**src/rtl/pll_pwr_seq.sv**
```systemverilog
// pll_pwr_seq: PLL power-up, lock qualification and retry supervisor.
// Runs on the PLL reference clock; every output is registered.
module pll_pwr_seq #(
  parameter int PWD_CYCLES   = 3,
  parameter int RST_CYCLES   = 3,
  parameter int LOCK_STABLE  = 16,
  parameter int LOCK_TIMEOUT = 4096,
  parameter int RETRY_MAX    = 3
) (
  input  logic       clk,
  input  logic       rst_n,
  input  logic       lock,
  input  logic       restart,
  output logic       pll_pwd,
  output logic       pll_rst,
  output logic       ready,
  output logic       fail,
  output logic [7:0] loss_cnt,
  output logic [2:0] state
);

  typedef enum logic [2:0] {
    S_PWD    = 3'd0,
    S_RST    = 3'd1,
    S_WAIT   = 3'd2,
    S_STABLE = 3'd3,
    S_RUN    = 3'd4,
    S_FAIL   = 3'd5
  } state_t;

  localparam int T1 =
    (PWD_CYCLES > RST_CYCLES) ? PWD_CYCLES : RST_CYCLES;
  localparam int T2 =
    (T1 > LOCK_STABLE) ? T1 : LOCK_STABLE;
  localparam int TMAX =
    (T2 > LOCK_TIMEOUT) ? T2 : LOCK_TIMEOUT;
  localparam int TW = $clog2(TMAX + 1);
  localparam int RW =
    (RETRY_MAX < 1) ? 1 : $clog2(RETRY_MAX + 1);

  localparam logic [TW-1:0] PWD_LAST = TW'(PWD_CYCLES - 1);
  localparam logic [TW-1:0] RST_LAST = TW'(RST_CYCLES - 1);
  localparam logic [TW-1:0] STB_LAST = TW'(LOCK_STABLE - 1);
  localparam logic [TW-1:0] TMO_LAST = TW'(LOCK_TIMEOUT - 1);
  localparam logic [RW-1:0] TRY_LAST = RW'(RETRY_MAX);

  state_t          state_q;
  state_t          state_d;
  logic [TW-1:0]   timer_q;
  logic [TW-1:0]   timer_d;
  logic [RW-1:0]   retry_q;
  logic [RW-1:0]   retry_d;
  logic [7:0]      loss_d;
  logic [1:0]      sync_q;
  logic            lock_s;
  logic            go;

  assign lock_s = sync_q[1];
  assign state  = state_q;

  always_comb begin
    state_d = state_q;
    retry_d = retry_q;
    loss_d  = loss_cnt;
    go      = 1'b0;
    unique case (state_q)
      S_PWD: begin
        if (timer_q == PWD_LAST) begin
          state_d = S_RST;
          go      = 1'b1;
        end
      end
      S_RST: begin
        if (timer_q == RST_LAST) begin
          state_d = S_WAIT;
          go      = 1'b1;
        end
      end
      S_WAIT: begin
        if (lock_s) begin
          state_d = S_STABLE;
          go      = 1'b1;
        end else if (timer_q == TMO_LAST) begin
          go = 1'b1;
          if (retry_q == TRY_LAST) begin
            state_d = S_FAIL;
          end else begin
            retry_d = retry_q + RW'(1);
            state_d = S_PWD;
          end
        end
      end
      S_STABLE: begin
        if (!lock_s) begin
          state_d = S_WAIT;
          go      = 1'b1;
        end else if (timer_q == STB_LAST) begin
          state_d = S_RUN;
          go      = 1'b1;
        end
      end
      // Lock loss re-locks via RST only; the PLL stays powered.
      S_RUN: begin
        if (!lock_s) begin
          state_d = S_RST;
          retry_d = '0;
          go      = 1'b1;
          if (loss_cnt != 8'hFF) loss_d = loss_cnt + 8'd1;
        end
      end
      S_FAIL: begin
      end
      default: begin
        state_d = S_PWD;
        go      = 1'b1;
      end
    endcase
    if (restart) begin
      state_d = S_PWD;
      retry_d = '0;
      go      = 1'b1;
    end
    timer_d = go ? '0 : timer_q + TW'(1);
  end

  always_ff @(posedge clk or negedge rst_n) begin
    if (!rst_n) begin
      state_q  <= S_PWD;
      timer_q  <= '0;
      retry_q  <= '0;
      sync_q   <= '0;
      loss_cnt <= '0;
      pll_pwd  <= 1'b1;
      pll_rst  <= 1'b1;
      ready    <= 1'b0;
      fail     <= 1'b0;
    end else begin
      state_q  <= state_d;
      timer_q  <= timer_d;
      retry_q  <= retry_d;
      sync_q   <= {sync_q[0], lock};
      loss_cnt <= loss_d;
      pll_pwd  <= (state_d == S_PWD) || (state_d == S_FAIL);
      pll_rst  <= (state_d == S_PWD) || (state_d == S_FAIL)
               || (state_d == S_RST);
      ready    <= (state_d == S_RUN);
      fail     <= (state_d == S_FAIL);
    end
  end

endmodule
```
**config.mk**
```make
export PLATFORM = sky130hd
export DESIGN_NAME = pll_pwr_seq
export DESIGN_NICKNAME = d
export VERILOG_FILES = /design/src/rtl/pll_pwr_seq.sv
export SDC_FILE = /design/constraint.sdc
export NUM_CORES = 1
export LEC_CHECK = 0
export CELL_PAD_IN_SITES_DETAIL_PLACEMENT = 0
export CELL_PAD_IN_SITES_GLOBAL_PLACEMENT = 2
export CORE_MARGIN = 8
export CORE_UTILIZATION = 34
export DETAILED_ROUTE_END_ITERATION = 8
export PLACE_DENSITY = 0.86
export SLEW_MARGIN = 20
export SYNTH_ARGS = -nofsm -noshare
export SYNTH_HDL_FRONTEND = slang
export SYNTH_SLANG_ARGS = --single-unit
```
**constraint.sdc**
```tcl
create_clock -name clk -period 2.6 [get_ports clk]
set_input_delay 0.65 -clock clk [delete_from_list [all_inputs] [get_ports clk]]
set_output_delay 0.65 -clock clk [all_outputs]
set_load 0.005 [all_outputs]
```
After elaboration in Yosys (flattened, before gate mapping)
Index checks and enable logic that the tools add are counted.
{"block": "totals", "regBits": 32, "input_bits": 4, "output_inout_bits": 15, "elab_cells": 63}
{"block": "op_classes", "addsub": 3, "n_eq_ne": 17, "muxes": 25, "bitwise_logic": 1, "n_reduce_logical": 8}
{"cell": "$mux 3", "n": 9}
{"cell": "$pmux 3 s6", "n": 1}
{"cell": "$add 13x1->13 const B", "n": 1}
{"cell": "$eq 13x12->1 const B", "n": 1}
{"cell": "$eq 13x2->1 const B", "n": 1}
{"cell": "$eq 13x4->1 const B", "n": 1}
{"cell": "$mux 13", "n": 1}
{"cell": "$eq 3x3->1 const B", "n": 4}
{"cell": "$ne 3x3->1 const B", "n": 4}
{"cell": "$mux 2", "n": 5}
{"cell": "$add 8x1->8 const B", "n": 1}
{"cell": "$ne 8x8->1 const B", "n": 1}
{"cell": "$mux 1", "n": 7}
{"cell": "$eq 3x1->1 const B", "n": 2}
{"cell": "$eq 3x2->1 const B", "n": 2}
{"cell": "$logic_not 3->1", "n": 2}
{"cell": "$pmux 1 s5", "n": 1}
{"cell": "$reduce_and 5->1", "n": 1}
{"cell": "$pmux 2 s2", "n": 1}
{"cell": "$reduce_and 3->1", "n": 1}
{"cell": "$reduce_bool 3->1", "n": 1}
{"cell": "$add 2x1->2 const B", "n": 1}
{"cell": "$eq 2x2->1 const B", "n": 1}
{"cell": "$logic_or 1x1->1", "n": 2}
{"cell": "other kinds (2)", "n": 2}

Depth between registers and ports, before layout
Gate-level depths: netlist of the first run.
{"block": "logic_depth", "depth_word": 9, "ltp_mapped": 9, "ltp_nobuf": 8}

Least setup slack after synthesis of the first run
OpenSTA, ideal clock, no wires.
{"block": "synth_timing", "path_kind": "register to register", "from": "register timer_q[0]", "to": "register pll_pwd", "setup_time_ps": 72, "t_arrival_ps": 1977, "t_required_ps": 2528, "slack_ps": 551, "stages_incl_launch_ff": 8, "path_buffers": 0, "period_less_slack_ps": 2049, "path_cell_list": "dfrtp_1 -> ha_1 -> nand3_1 -> or4_4 -> or3_1 -> o2111a_2 -> xor2_1 -> o21ai_1"}
{"block": "synth_via", "elab_chain_cells": 7, "elab_cells_between_ends": 14, "cone_classes": "eq/ne: 4; mux: 8; reduce/logical: 2"}
{"item": "start, declared", "line_no": "49", "source": "logic [TW-1:0] timer_q;"}
{"item": "start signal, assigned", "line_no": "139", "source": "timer_q <= timer_d;"}
{"item": "$eq 13x4->1 / $eq 13x12->1 (equally long branches)", "line_no": "97, 83"}
{"item": "$mux 3 (on tied branches)", "line_no": "97, 83"}
{"item": "$mux 3 (on tied branches)", "line_no": "94, 80"}
{"item": "$pmux 3 s6 (*)", "line_no": "66", "source": "unique case (state_q)"}
{"item": "$mux 3 (*)", "line_no": "118", "source": "if (restart) begin"}
{"item": "$eq 3x3->1 / $logic_not 3->1 (equally long branches)", "line_no": "143", "source": "pll_pwd <= (state_d == S_PWD) || (state_d == S_FAIL);"}
{"item": "$logic_or 1x1->1 (*)", "line_no": "143"}
{"item": "end signal, assigned", "line_no": "143"}
{"item": "end, declared", "line_no": "14", "source": "output logic pll_pwd,"}
Mark *: on every way between the ends. The rest lies on a longest branch, timed or not.
A chain may end at the register's enable or synchronous reset.

Final worst setup path of the first run
Same ends and word-level chain as after synthesis.

==> results of run 1 <==
-- layout make-up --
class,count,area [um2]
Timing Repair Buffer,20,195
Tap cell,52,65.1
Inverter,5,18.8
Clock buffer,5,68.8
Sequential cell,32,803
Fill cell,430,2480
Clock inverter,3,23.8
Multi-Input combinational cell,120,728
-- power by group through the flow --
stage                     Sequential [uW]  Clock (uW)  Combinational (uW)
after floorplan                       545           0                88.6
after global placement                554           0                 132
after detailed placement              556           0                 135
after CTS                             546         398                 136
after global routing                  551         427                 151
final                                 546         382                 132
-- critical path: cells and delay by family, from the launching register on --
family          cells  cell delay (ps)
simple gates        3             1030
flops               1              410
compound gates      2              300
fa+ha+maj           1              220
xor+xnor            1              160
-- routing by layer --
layer  GRT usage (%)  vias to the layer above
met2            15.8                       15
li1                -                      595
met3            3.52                        2
met4            2.83                        0
met5               0                        -
met1            12.1                      574
-- state kept, by name, summed over array words and instances, names as in the netlist --
signal,flops
timer_q,13
loss_cnt,8
state,3
retry_q,2
sync_q,2
fail,1
pll_pwd,1
pll_rst,1
ready,1
-- kinds of logic (layout without fill, tap and decap cells) --
kind of cell               after synthesis  in the layout  synth area share (%)
adders and majority gates                4              4                  3.20
DFF                                     32             32                  51.4
AOI/OAI and AO/OA                       12             12                  4.72
xor gates and xnor gates                20             20                  11.2
buffers and inverters                    7             33                  2.00
and+or+nand+nor                         84             84                  27.5
-- worst paths after layout --
kind / cells past startpoint / endpoint / start / slack, ps
setup / recovery: 7 / pll_pwd$_DFF_PN1_ / timer_q[0]$_DFF_PN0_ / 410
hold / removal: 0 / sync_q[1]$_DFF_PN0_ / sync_q[0]$_DFF_PN0_ / 360
setup reg to reg: 7 / pll_pwd$_DFF_PN1_ / timer_q[0]$_DFF_PN0_ / 410
hold reg to reg: 0 / sync_q[1]$_DFF_PN0_ / sync_q[0]$_DFF_PN0_ / 360
max in group asynchronous: 2 / pll_rst$_DFF_PN1_ / rst_n / 1520
min in group asynchronous: 2 / loss_cnt[6]$_DFFE_PN0P_ / rst_n / 760
-- through the flow --
stage | std cells | instance area, um2 | hold slack [ps]
final | 237 | 1900 | 356
after global routing | 237 | 1900 | 361
after CTS | 237 | 1900 | 362
after detailed placement | 229 | 1810 | 346
after global placement | 229 | 1810 | 356
after floorplan | 159 | 1560 | 331
-- layout by cell type (no fill, tap or decap), drive strengths merged, types with 2 or more instances in the layout --
master	instances
nand2b	2
clkdlybuf4s50	18
nor2	29
nor3	3
o21ai	4
nor4	3
clkbuf	5
and3	2
or2	2
nor2b	4
nand2	12
dfrtp	30
clkinvlp	2
ha	4
buf	2
or3	2
nand4	10
xnor2	12
dfstp	2
xor2	8
a21oi	4
nor3b	3
nand3	8
inv	5
==> impl_results.md, run 1 <==
- H-tree depth: 2
- Leak Pwr: 0.000811 uW
- # diodes: 0
- Tightest Hold Check Type: reg -> reg
- Cell chain of the critical path: ha_1 > nand3_1 > or4_4 > or3_1 > o2111a_2 > xor2_1 > o21ai_1
- Unrepaired setup endpoints after global routing: no
- Vias: 1186
- Routed WL: 3220 um
- Setup Fix Bufs, Post-CTS: 0
- Mapped Area: around 0.0016 mm2
- Peak VDD IR: between 0.0003 and 0.0004 V
- Logic gate share of total power: between 10 and 15%
- Row cnt: 24
- Nets: approximately 190
- Post-synth top cells: dfrtp_1, nor2_1, nand2_1, xnor2_1, nand4_1
- Prevailing post-synth register cell: dfrtp_1
- Sequential power share: approximately 50%
- Most frequent cell after synthesis: dfrtp_1
- Slowest cell delay on critical path: approximately 560 ps
- Met2 WL: approximately 1600 um
- Area contributors post-synth: dfrtp_1, nor2_1, xnor2_1
- Pwr dens: between 500 and 600 mW/mm2
- Initial drt markers: between 80 and 90
- Status: finished clean
- DR DRC count: 0
- Share of the synthesized area in the top cell type: 48.0%
- Vias per cell: approximately 5.0
- #FFs+latches synth: 32
- Total congestion overflow: 0
- I/O Buffers: 18
- Post-DP HPWL: between 2000 and 2500 um
- Post-CTS Resized: 0
- Max_slew headroom: between 60% and 70%
- Final setup viols: 0
- Avg Synthesized Cell Area: 9.83 um2
- Fmax: roughly 460 MHz
- Min Tclk post-route: approximately 2200 ps
- Critical Path Sink Type: flop
- Initial antenna violation count: 0
- Max_cap viols: 0
- Leading area contributor after synthesis: dfrtp_1
- Wire per inst: around 14 um
- CP Launch Type: flop
- Max FO, Critical Path: 5
- Vias in the first global route: 1233
- Sw Pwr: roughly 290 uW
- Fin crit share: 84.3%
- Die area: around 0.007 mm2
- Worst slew pin tran: approximately 500 ps
- CTS Buffer Depth: 2
- Root buffer cell: clkbuf_8
- P_int: roughly 770 uW
- Worst path slowest cell: or4_4
- Number of enable flip-flop cells after synthesis: 0
- Sw frac: between 20% and 30%
- CP Class: reg -> reg
- Die X: around 84 um
- Hold buffer count at cts: 0
- Post-Route Utilization: a little over two fifths
- Critical Path RT: between 2000 and 3000 ps
- First-pass GRT wire length: between 5000 and 6000 um
- Gate Count Post-Synth: 159
- CTS Buf Count: 5
- Post-synth cell types: 32
- Worst setup margin: 409 ps
- Share of synthesized registers carrying an async set or reset: 100%
- Post-route setup TNS: 0 ps
- Clock transition at path regs: 70 ps
- DR top layer: met4
- Starting Density: between 30% and 40%
- Clk pwr share: 36.0%
- Final Skew: roughly 7 ps
- Gr usage total: around a tenth
- Metal3 WL: approximately 140 um
- Later-pin clock latency in the skew report: 280 ps
- GPL Wtd Cong: around 0.87
- Dpl ws: between 400 and 500 ps
- Syn nets: 167
- CTS tree: done
- Crit path DAT: around 2400 ps
- Ports: 19
- Share of cells above drive strength 1: 9.73%
- Routed met1 length: 1510 um
- Syn-to-layout area delta: 21.8%
- Antenna Nets Post-Route: 0
- Die height: roughly 84 um
- Sequential share of the synthesized area: 51.4%
- Core area: 0.00438 mm2
- Design Power: 1060 uW
- Final hold vios: 0
- TritonRoute pass-1 iters: 4
- Largest net degree at the start of global routing: 33
- Clock sink count: 32
- Slew Limit Fails: 0
- Yosys warnings: 0
(Power assumes the default switching activity.)
==> run 2, diff against run 1 <==
Settings changed: CORE_UTILIZATION 34 to 31, PLACE_DENSITY 0.86 to 0.83.
Clock period 2.6 ns to 2 ns, I/O delays scaled along.
==> impl_results.md, run 2 (same netlist as run 1, synthesis figures left out) <==
- Vias per cell: 4.85
- Final setup viols: 0
- Antenna Nets Post-Route: 0
- Total congestion overflow: 0
- DR DRC count: 0
- Initial drt markers: 65
- Most frequent cells in the layout: nor2_1, dfrtp_1, buf_4, clkdlybuf4s50_1
- H-tree depth: 2
- Max_cap viols: 0
- Finished Layout Cells: around 270
- Ports: 19
- Slew Limit Fails: 0
- Max_slew headroom: between 70 and 80%
- Die area: 0.00757 mm2
- Vias in the first global route: between 1000 and 1500
- Wire per inst: around 14 um
- Core area: between 0.004 and 0.005 mm2
- Dpl ws: -57.5 ps
- CTS Buf Count: 5
- Post-route setup TNS: 0 ps
- Syn-to-layout area delta: 36.3%
- Gr usage total: a little over a tenth
- Slowest cell delay on critical path: 440 ps
- Final hold vios: 0
- Initial antenna violation count: 0
- CP Class: reg -> reg
- Cell chain of the critical path: nor4_1 > buf_4 > nand4_1 > o21a_1 > nor2_1 > nor4_2 > buf_4 > and2_1
- Hold buffer count at cts: 0
- Root buffer cell: clkbuf_8
- # diodes: 0
- CP top delay family: simple AND/OR/NAND/NOR gates
- Crit path DAT: approximately 2200 ps
- I/O Buffers: 18
- Hold Crit Depth: 0
- Max reg flops: 13
- Worst path slowest cell: dfrtp_2
- Final Skew: approximately 2.1 ps
- Vias: ~1300
- Max FO, Critical Path: 6
- Die height: 87 um
- Tightest Hold Check Type: reg -> reg
- Row cnt: 26
- GPL Wtd Cong: between 0.7 and 0.8
- TritonRoute pass-1 iters: 4
- Share of cells above drive strength 1: between 20% and 30%
- Dpl cells: roughly 260
- R2r worst-path depth: 8
- Worst slew pin tran: about 420 ps
- CTS Buffer Depth: 2
- Critical Path Sink Type: flop
- Post-Route Utilization: roughly 43%
- Unrepaired setup endpoints after global routing: yes
- Worst setup margin: roughly 41 ps
- Status: finished clean
- Pwr dens: 695 mW/mm2
- Buf/Inv on CP: 2
- Largest net degree at the start of global routing: 33
- Leak Pwr: around 0.00091 uW
- Critical Path RT: 2190 ps
- CP Launch Type: flop
- Later-pin clock latency in the skew report: 290 ps
- Clock transition at path regs: 70 ps
- Starting Density: 31.4%
- Die X: just under 90 um
- Nets: ~210
- First-pass GRT wire length: roughly 6300 um
- Fin crit share: between 90% and 100%
- Design Power: 1480 uW
- Filler cells: 479
- CTS tree: done
- Min Tclk post-route: roughly 2000 ps
- Largest reg by FF count: timer_q
- Post-DP HPWL: 2520 um
- Clock sink count: 32
- Peak VDD IR: between 0.0003 and 0.0004 V
- Routed WL: 3710 um
- Cell mode on critical path: buf_4
- Worst path depth: 8
- Fmax: between 500 and 600 MHz
-- run 2: layer usage --
layer  up-vias  global-route usage, %  share of wire (%)
li1        632                      -                  -
met4         0                   5.63                2.2
met1       655                   12.0                 44
met5         -                      0                  0
met3         9                   4.06                4.7
met2        33                   17.6                 49
-- run 2: worst reg2reg max path: stages, from the launching register on --
cell     delay (ps)
dfrtp_2         440
nor4_1          320
buf_4           170
nand4_1         220
o21a_1          240
nor2_1          120
nor4_2           70
buf_4           150
and2_1          130
-- run 2: worst paths after layout --
check                           slack, ps            startpoint              endpoint
worst max register to register         40  timer_q[8]$_DFF_PN0_    state[1]$_DFF_PN0_
max in group asynchronous            1080                 rst_n     pll_rst$_DFF_PN1_
min in group asynchronous             600                 rst_n  timer_q[9]$_DFF_PN0_
worst min-delay path                  360   sync_q[0]$_DFF_PN0_   sync_q[1]$_DFF_PN0_
worst max-delay path                   40  timer_q[8]$_DFF_PN0_    state[1]$_DFF_PN0_
worst min register to register        360   sync_q[0]$_DFF_PN0_   sync_q[1]$_DFF_PN0_
-- run 2: area by class of cell --
class                           instances  area [um2]  area share (%)
Sequential cell                        32         806            37.8
Multi-Input combinational cell        120         788            37.0
Timing Repair Buffer                   39         338            15.9
Tap cell                               70        87.6            4.11
Clock buffer                            5        68.8            3.23
Clock inverter                          3        23.8            1.12
Inverter                                5        18.8           0.881
-- run 2: where the power goes --
part	leakage (uW)	total (uW)	switching, uW	internal (uW)
clock network	0.0000404	524	278	246
registers	0.000429	709	32.2	677
logic	0.000442	248	118	130
-- run 2: timing repair --
action / 4_1_cts / 5_1_grt
gates resized for setup: 5 / 13
pin swaps: 6 / 6
buffers inserted: 5 / 1
endpoints found under the hold margin: 0 / 0
gates cloned: 0 / 1
setup endpoints to repair: 4 / 22
-- run 2: through the flow --
stage               cell area, um2  hold slack [ps]
finish                        2130              362
global route                  2130              371
CTS                           2080              364
detailed placement            1930              351
global placement              1930              332
floorplan                     1570              204
==> run 3, diff against run 2 <==
Settings changed: SETUP_SLACK_MARGIN set to 0.2.
==> impl_results.md, run 3 (same netlist as run 1, synthesis figures left out) <==
- Starting Density: between 30% and 40%
- Row cnt: 26
- Routed WL: 3780 um
- R2R Path Start: timer_q[0]$_DFF_PN0_
- Core area: between 0.004 and 0.005 mm2
- Hold Path End: sync_q[1]$_DFF_PN0_
- Largest reg by FF count: timer_q
- Crit path DAT: between 2000 and 2500 ps
- Most frequent cells in the layout: nor2_1, dfrtp_1, buf_4, clkdlybuf4s50_1, xnor2_1
- Die X: 87 um
- Antenna Nets Post-Route: 0
- R2r worst-path depth: 7
- Hold path start: sync_q[0]$_DFF_PN0_
- CTS tree: done
- Fin crit share: 102%
- DR DRC count: 0
- CTS Buf Count: 5
- Slowest cell delay on critical path: 530 ps
- Filler cells: between 400 and 500
- Final Skew: 6.29 ps
- CP Class: reg -> reg
- Syn-to-layout area delta: 41.9%
- Leak Pwr: 0.000945 uW
- Buf/Inv on CP: 0
- Largest net degree at the start of global routing: 33
- Max FO, Critical Path: 4
- Clock sink count: 32
- Worst reg-to-reg setup slack: -50 ps
- Final hold slack: between 300 and 400 ps
- Later-pin clock latency in the skew report: 280 ps
- Peak VDD IR: between 0.0004 and 0.0005 V
- Hold buffer count at cts: 0
- Post-DP HPWL: 2520 um
- # diodes: 0
- Max_slew headroom: approximately 72%
- Worst setup margin: -48.6 ps
- Vias: 1329
- H-tree depth: 2
- Root buffer cell: clkbuf_8
- Hold Crit Depth: 0
- Final hold vios: 0
- Ports: 19
- Status: complete, but fails checks
- Multi-input logic area: 816 um2
- Critical Path RT: approximately 2200 ps
- Finished Layout Cells: 280
- Nets: ~220
- Vias per cell: about 4.7
- Final setup viols: 6
- Gr usage total: a little over a tenth
- Pwr dens: around 650 mW/mm2
- Unrepaired setup endpoints after global routing: yes
- Cell chain of the critical path: ha_4 > nand3_2 > or4_4 > or3_1 > o2111a_2 > xor2_1 > o21ai_1
- TritonRoute pass-1 iters: 4
- Wire per inst: 13.5 um
- GPL Wtd Cong: approximately 0.80
- Initial antenna violation count: 0
- CP Launch Type: flop
- Vias in the first global route: 1331
- Tightest Hold Check Type: reg -> reg
- Failing checks: negative setup slack
- Total congestion overflow: 0
- Final Instance Area: 0.00222 mm2
- First-pass GRT wire length: 6180 um
- Die area: 0.00757 mm2
- Worst slew pin tran: approximately 410 ps
- Min Tclk post-route: roughly 2000 ps
- Slew Limit Fails: 0
- Fmax: roughly 500 MHz
- Die height: 87 um
- Max_cap viols: 0
- Worst path slowest cell: or4_4
- Share of cells above drive strength 1: slightly below 30%
- R2R Path End: pll_pwd$_DFF_PN1_
- CP top delay family: simple AND/OR/NAND/NOR gates
- Dpl cells: 256
- DP Area: 0.00191 mm2
- Post-route setup TNS: -110 ps
- Clock transition at path regs: approximately 60 ps
- FF/Latch Area: between 800 and 900 um2
- CTS Buffer Depth: 2
- Max reg flops: 13
- Critical Path Sink Type: flop
- I/O Buffers: 18
- Initial drt markers: 63
-- run 3: area by class of cell --
type | instances | area share, %
tap | 70 | 3.95
clock inverter | 1 | 0.226
multi-input combinational | 120 | 36.8
clock buffer | 6 | 3.27
sequential | 32 | 36.4
timing repair buffer | 46 | 18.5
inverter | 5 | 0.846
-- run 3: metrics by stage --
| stage | utilization (%) | setup slack, ps | power (uW) |
|---|---|---|---|
| after global routing | 44.5 | -129 | 1520 |
| after CTS | 41.8 | -32.9 | 1430 |
| after global placement | 38.3 | 38.7 | 909 |
| after detailed placement | 38.3 | -50.1 | 919 |
| after floorplan | - | 80.7 | 826 |
| final | 44.5 | -48.6 | 1440 |
-- run 3: worst register-to-register path, delay by kind of cell, from the launching register on --
family                   cells  cell delay (ps)
adder cells (fa/ha/maj)      1              170
XOR/XNOR                     1              160
flip-flops                   1              410
AO/OA/AOI/OAI                2              310
AND/OR/NAND/NOR              3              930
-- run 3: worst max-delay path by stage --
stage / from / end / slack, ps / depth (start not counted)
5_1_grt: timer_q[0]$_DFF_PN0_ / pll_pwd$_DFF_PN1_ / -130 / 7
3_5_place_dp: timer_q[9]$_DFF_PN0_ / pll_pwd$_DFF_PN1_ / -50 / 6
6_report: timer_q[0]$_DFF_PN0_ / pll_pwd$_DFF_PN1_ / -50 / 7
4_1_cts: timer_q[0]$_DFF_PN0_ / pll_pwd$_DFF_PN1_ / -30 / 7
3_3_place_gp: timer_q[9]$_DFF_PN0_ / pll_pwd$_DFF_PN1_ / 40 / 6
2_1_floorplan: timer_q[0]$_DFF_PN0_ / pll_pwd$_DFF_PN1_ / 80 / 7
-- run 3: routing by layer --
layer  global-route usage [%]  vias up  routed length (um)
li1                         -      645                   -
met1                     11.4      651                1640
met2                     18.0       25                1920
met3                     3.87        8                 141
met4                     4.69        0                  80
met5                        0        -                   0
-- run 3: report_power, final --
part	switching (uW)	internal, uW
Clock	218	236
Combinational	141	146
Sequential	24.3	678
Total	383	1060
-- run 3: repair_timing --
action	in CTS	in global routing
gates resized for setup	9	23
pin swaps	7	10
endpoints found under the setup margin	27	28
buffers inserted	9	7
cloned	0	1
